--- src/rtl/exe_muldiv.sv ---
// exe_muldiv: iterative multiply/divide unit for the EXE stage.
// Owns the architectural HI/LO registers and stalls the upstream pipeline
// while an operation is in flight.
//
// Ports:
//   clk    pipeline clock (rising edge)
//   rst    asynchronous active-high reset
//   start  EXE holds a mul/div instruction
//   op     00 MULTU, 01 MULT, 10 DIVU, 11 DIV (sampled with start)
//   a, b   rs/rt operands
//   hi_we  MTHI write enable
//   lo_we  MTLO write enable
//   wdata  MTHI/MTLO data
//   flush  abort any in-flight operation
//   hi, lo architectural HI/LO
//   stall  combinational freeze request for PC, IF/ID, ID/EXE
//   done   one-cycle pulse in the cycle HI/LO are written
module exe_muldiv #(
  parameter int WIDTH = 32
) (
  input  logic             clk,
  input  logic             rst,
  input  logic             start,
  input  logic [1:0]       op,
  input  logic [WIDTH-1:0] a,
  input  logic [WIDTH-1:0] b,
  input  logic             hi_we,
  input  logic             lo_we,
  input  logic [WIDTH-1:0] wdata,
  input  logic             flush,
  output logic [WIDTH-1:0] hi,
  output logic [WIDTH-1:0] lo,
  output logic             stall,
  output logic             done
);

  localparam int CW = (WIDTH > 1) ? $clog2(WIDTH) : 1;

  typedef enum logic [1:0] {IDLE, RUN, FIX} state_t;

  state_t             state_q, state_d;
  logic [CW-1:0]      cnt_q, cnt_d;
  logic [2*WIDTH-1:0] acc_q, acc_d;     // mult: {partial, multiplier}; div: {remainder, dividend/quotient}
  logic [WIDTH-1:0]   opnd_q, opnd_d;   // mult: |a| multiplicand; div: |b| divisor
  logic [WIDTH-1:0]   hi_q, hi_d, lo_q, lo_d;
  logic               div_q, div_d;
  logic               neg_q, neg_d;     // operand signs differ (signed ops only)
  logic               nega_q, nega_d;   // dividend negative (signed ops only)
  logic               bz_q, bz_d;       // divisor was zero

  function automatic logic [WIDTH-1:0] cond_neg(input logic [WIDTH-1:0] v, input logic s);
    return s ? -v : v;
  endfunction

  function automatic logic [2*WIDTH-1:0] cond_neg2(input logic [2*WIDTH-1:0] v, input logic s);
    return s ? -v : v;
  endfunction

  logic               sa, sb;
  logic [WIDTH:0]     msum;
  logic [WIDTH:0]     rsh, diff;
  logic [2*WIDTH-1:0] prod;

  assign sa = op[0] & a[WIDTH-1];
  assign sb = op[0] & b[WIDTH-1];

  // Shift-add: add multiplicand when the current multiplier bit is set, then shift right.
  assign msum = {1'b0, acc_q[2*WIDTH-1:WIDTH]} + (acc_q[0] ? {1'b0, opnd_q} : {(WIDTH+1){1'b0}});

  // Restoring step: bring down the next dividend bit and trial-subtract the divisor.
  // The remainder stays below the divisor, so a clear borrow bit means the result fits.
  assign rsh  = {acc_q[2*WIDTH-1:WIDTH], acc_q[WIDTH-1]};
  assign diff = rsh - {1'b0, opnd_q};

  assign prod = cond_neg2(acc_q, neg_q);

  always_comb begin
    state_d = state_q;
    cnt_d   = cnt_q;
    acc_d   = acc_q;
    opnd_d  = opnd_q;
    hi_d    = hi_q;
    lo_d    = lo_q;
    div_d   = div_q;
    neg_d   = neg_q;
    nega_d  = nega_q;
    bz_d    = bz_q;
    if (flush) begin
      state_d = IDLE;
    end else begin
      case (state_q)
        IDLE: begin
          if (start) begin
            state_d = RUN;
            cnt_d   = '0;
            div_d   = op[1];
            neg_d   = sa ^ sb;
            nega_d  = sa;
            bz_d    = (b == '0);
            if (op[1]) begin
              opnd_d = cond_neg(b, sb);
              acc_d  = {{WIDTH{1'b0}}, cond_neg(a, sa)};
            end else begin
              opnd_d = cond_neg(a, sa);
              acc_d  = {{WIDTH{1'b0}}, cond_neg(b, sb)};
            end
          end else begin
            if (hi_we) hi_d = wdata;
            if (lo_we) lo_d = wdata;
          end
        end
        RUN: begin
          cnt_d = cnt_q + CW'(1);
          if (div_q) begin
            if (!diff[WIDTH]) acc_d = {diff[WIDTH-1:0], acc_q[WIDTH-2:0], 1'b1};
            else              acc_d = {rsh[WIDTH-1:0], acc_q[WIDTH-2:0], 1'b0};
          end else begin
            acc_d = {msum, acc_q[WIDTH-1:1]};
          end
          if (cnt_q == CW'(WIDTH-1)) state_d = FIX;
        end
        FIX: begin
          state_d = IDLE;
          if (div_q) begin
            // Divide by zero leaves |a| as remainder, so sign-correcting it restores a.
            lo_d = bz_q ? {WIDTH{1'b1}} : cond_neg(acc_q[WIDTH-1:0], neg_q);
            hi_d = cond_neg(acc_q[2*WIDTH-1:WIDTH], nega_q);
          end else begin
            hi_d = prod[2*WIDTH-1:WIDTH];
            lo_d = prod[WIDTH-1:0];
          end
        end
        default: state_d = IDLE;
      endcase
    end
  end

  always_ff @(posedge clk or posedge rst) begin
    if (rst) begin
      state_q <= IDLE;
      cnt_q   <= '0;
      acc_q   <= '0;
      opnd_q  <= '0;
      hi_q    <= '0;
      lo_q    <= '0;
      div_q   <= 1'b0;
      neg_q   <= 1'b0;
      nega_q  <= 1'b0;
      bz_q    <= 1'b0;
    end else begin
      state_q <= state_d;
      cnt_q   <= cnt_d;
      acc_q   <= acc_d;
      opnd_q  <= opnd_d;
      hi_q    <= hi_d;
      lo_q    <= lo_d;
      div_q   <= div_d;
      neg_q   <= neg_d;
      nega_q  <= nega_d;
      bz_q    <= bz_d;
    end
  end

  assign hi    = hi_q;
  assign lo    = lo_q;
  // Low in FIX so the instruction leaves EXE on the same edge HI/LO update.
  assign stall = ~flush & (((state_q == IDLE) & start) | (state_q == RUN));
  assign done  = ~flush & (state_q == FIX);

endmodule

--- config.mk ---
export PLATFORM = sky130hd
export DESIGN_NAME = exe_muldiv
export DESIGN_NICKNAME = d
export VERILOG_FILES = /design/src/rtl/exe_muldiv.sv
export SDC_FILE = /design/constraint.sdc
export NUM_CORES = 1
export LEC_CHECK = 0
export CAP_MARGIN = 25
export CELL_PAD_IN_SITES_DETAIL_PLACEMENT = 1
export CELL_PAD_IN_SITES_GLOBAL_PLACEMENT = 1
export CORE_MARGIN = 8
export CORE_UTILIZATION = 43
export DETAILED_ROUTE_END_ITERATION = 8
export HOLD_SLACK_MARGIN = 0.02
export PLACE_DENSITY_LB_ADDON = 0.1
export SLEW_MARGIN = 30
export SYNTH_ARGS = -nofsm -noshare
export SYNTH_HDL_FRONTEND = slang
export SYNTH_SLANG_ARGS = --single-unit
export TNS_END_PERCENT = 100
--- constraint.sdc ---
create_clock -name clk -period 7.9 [get_ports clk]
set_input_delay 1.185 -clock clk [delete_from_list [all_inputs] [get_ports clk]]
set_output_delay 1.185 -clock clk [all_outputs]
set_load 0.01 [all_outputs]
==> metrics.md <==
| Metric | Value |
|---|---|
| Synthesized flop and latch total | 171 |
| Cell Pwr Density | 345 mW/mm² |
| Die width | 201 µm |
| Worst hold path type | reg -> reg |
| Fin Setup TNS | 0 ns |
| Layout cells sized above 1 | 4.73% |
| Skew-Pair Late Insertion Delay | 0.46 ns |
| Ant. Diodes | 0 |
| Die H | 201 µm |
| Unique masters post-synth | 84 |
| Post-synth EDFFs | 0 |
| Met3 routed WL | 3.16 mm |
| Sequential Power Share | 26.1% |
| XOR/XNOR Fraction of Synth Area | 9.87% |
| Average wire per standard cell | 23.8 µm |
| Switching share of power | 48.2% |
| Main combinational cell family by area after synthesis | compound AO/OA/AOI/OAI gates |
| Global-route wire length before repair | 89.8 mm |
| DR pass1 iterations | 6 |
| CTS max path bufs | 2 |
| Gr ovfl total | 0 |
| Worst EP arrival | 3.88 ns |
| Final Critical Period | 5.07 ns |
| DR top layer | met4 |
| CTS Buf Count | 17 |
| Drc violations | 0 |
| Clock Sinks | 171 |
| Critical setup path kind | in -> out |
| # port buffers | 169 |
| Synth area leaders | dfrtp_1 (29%), xnor2_1 (7.2%), o21ai_0 (7.2%), a21oi_1 (6.1%), ha_1 (5.9%) |
| Compound-Gate Fraction of Synth Area | 27.0% |
| GP Congestion | 0.916 |
| Final setup fails | 0 |
| Critical Path RT | 6.71 ns |
| Internal Power | 3.10 mW |
| Tcrit/Tclk final | 64.2% |
| Post-DP HPWL | 45.0 mm |
| Synth Net Count | 2,085 |
| WHS | 0.481 ns |
| Clock transition at path regs | 0.07 ns |
| Fraction of registers with async set/reset | 100% |
| Post-synth top cells | o21ai_0 (211), nand2_1 (208), nor2_1 (190), a21oi_1 (180), dfrtp_1 (171) |
| Vias/cell | 6.09 |
| Core Box Area | 0.0336 mm² |
| Register area | 0.00428 mm² |
| Post-CTS Setup Bufs | 0 |
| Clock root cell | clkbuf_16 |
| Count leader, synth | o21ai_0 |
| Cell count after synthesis | 1,909 |
| GRT Total Usage | 28.1% |
| Max-cap check violation count | 0 |
| Initial DRC Count | 1,079 |
| # fillers | 4,131 |
| Mux share of post-synthesis cell area | 3.51% |
| Crit. End Element | output pin |
| Worst setup SP type | input port |
| WL met2 | 26.6 mm |
| Max transition margin | 38.3% |
| Logic pwr share | 58.4% |
| Worst slack, placed | 2.87 ns |
| Final WS setup | 2.83 ns |
| Peak supply drop | 0.203 mV |
| Max-slew violation count | 0 |
| Clk_skew | 0.0145 ns |
| Adder-cell area share of the yosys netlist | 6.22% |
| Vias in the first global route | 15.3k |
| Critical Path Fanout Max | 65 |
| Post-synth top area cell | dfrtp_1 |
| Tightest Pin Transition | 0.923 ns |
| Final Routed Wirelength | 58.3 mm |
| Post-synth top flop | dfrtp_1 |
| Area grow syn2layout | 17.5% |
| IO Pins | 170 |
| Htree depth | 4 |
| Top-area cell type share of the netlist area | 29.1% |
| Final hold viol count | 0 |
| Multi-input gate area | 0.00974 mm² |
| Synthesized area | 0.0147 mm² |
| Net switching power | 2.88 mW |
| Die area | 0.0404 mm² |
| RSZ-0062 raised after global routing | false |
| Cts repair resizes | 0 |
| Met1 WL | 25.9 mm |
| Post-cts hold buffer count | 0 |
| Clock network fraction of total power | 15.5% |
| Avg Inst Size Synth | 7.71 µm² |
| Power Total | 5.97 mW |
| Synth Area in Simple Gates | 19.3% |
| Final ANT Viol Nets | 0 |
| CTS tree | built |
| Total number of vias | 14.9k |
| Starting Density | 43.8% |
| Final #Nets | 2,170 |
| F_max | 0.197 GHz |
| Ys Warns | 0 |
| Seq/Total Area, Yosys | 29.1% |
| Status | complete, no violations |
| Initial antenna violation count | 1 |
| Placement Rows | 67 |
| Post-layout utilization of the core | 51.5% |
| Static Leakage | 7.26 nW |
| Largest net degree at the start of global routing | 110 |
[flip-flops by register name (all words and copies together), names as in the netlist]
signal   cells
lo          32
hi          32
div_q        1
nega_q       1
neg_q        1
state_q      2
acc_q       64
bz_q         1
opnd_q      32
cnt_q        5
[layer usage]
layer  global-route usage, %  up-vias
met2                    44.2      452
met3                    4.16       99
met1                    37.4     7356
li1                        -     7036
met4                    13.4        0
met5                       0        -
[per-stage QoR]
stage          cells  cell area [µm²]
6_report        2455            17300
5_1_grt         2455            17300
4_1_cts         2455            17300
3_5_place_dp    2423            16700
3_3_place_gp    2423            16700
2_1_floorplan   1909            14700
[worst max-delay path, stage by stage]
cell and delay (ns):
clkdlybuf4s50_1 0.64, nor2_1 0.48, o21ai_4 0.09, buf_4 0.31
or2_2 0.50, inv_1 0.10, clkdlybuf4s50_1 0.55
[worst paths after layout]
path	from	endpoint	slack, ns	cells past startpoint
min reg2reg	lo[31]$_DFFE_PP0P_	lo[31]$_DFFE_PP0P_	0.48	2
max	flush	done	2.83	7
max in group asynchronous	rst	div_q$_DFFE_PP0P_	5.37	3
min	lo[31]$_DFFE_PP0P_	lo[31]$_DFFE_PP0P_	0.48	2
min in group asynchronous	rst	hi[13]$_DFFE_PP0P_	1.29	2
max reg2reg	acc_q[32]$_DFFE_PP0P_	acc_q[46]$_DFFE_PP0P_	3.12	13
[cells in the final DEF (no fill, tap or decap), drive strengths merged, types with 16 or more instances in the layout]
| master | synthesis | final |
|---|---|---|
| or3 | 20 | 20 |
| xor2 | 45 | 45 |
| mux2i | 46 | 46 |
| nor2b | 16 | 16 |
| o31ai | 28 | 28 |
| o22ai | 35 | 35 |
| a21o | 26 | 26 |
| xnor2 | 121 | 121 |
| nand3 | 24 | 24 |
| o221ai | 20 | 20 |
| clkbuf | 98 | 18 |
| nand2 | 210 | 210 |
| o21ai | 222 | 222 |
| nand2b | 18 | 18 |
| a211oi | 18 | 18 |
| ha | 70 | 70 |
| a21oi | 180 | 180 |
| a31oi | 20 | 20 |
| nor2 | 191 | 191 |
| inv | 70 | 75 |
| clkdlybuf4s50 | 0 | 168 |
| buf | 24 | 20 |
| dfrtp | 171 | 171 |
| nor3 | 45 | 45 |
[power by group through the flow]
stage	clock (mW)	combinational, mW	sequential, mW
2_1_floorplan	0	2.49	1.38
3_5_place_dp	0	3.43	1.56
5_1_grt	0.962	3.82	1.59
4_1_cts	0.934	3.46	1.54
3_3_place_gp	0	3.33	1.55
6_report	0.925	3.49	1.56
[cells by family (layout without fill, tap and decap cells)]
| logic type | count (synthesis) | count (layout) |
|---|---|---|
| AO/OA/AOI/OAI | 651 | 651 |
| XOR/XNOR | 166 | 166 |
| adder cells (fa/ha/maj) | 72 | 72 |
| buffers and inverters | 193 | 291 |
| flip-flops | 171 | 171 |
| multiplexers | 51 | 51 |
| AND/OR/NAND/NOR | 605 | 605 |
[area by class of cell]
cell class	count	area share [%]
clock buffer	18	2.54
inverter	71	1.58
timing repair buffer	188	10.6
sequential	171	24.7
multi-input combinational	1545	56.3
tap	448	3.24
clock inverter	14	1.05
Power figures use the tool's default switching activity.
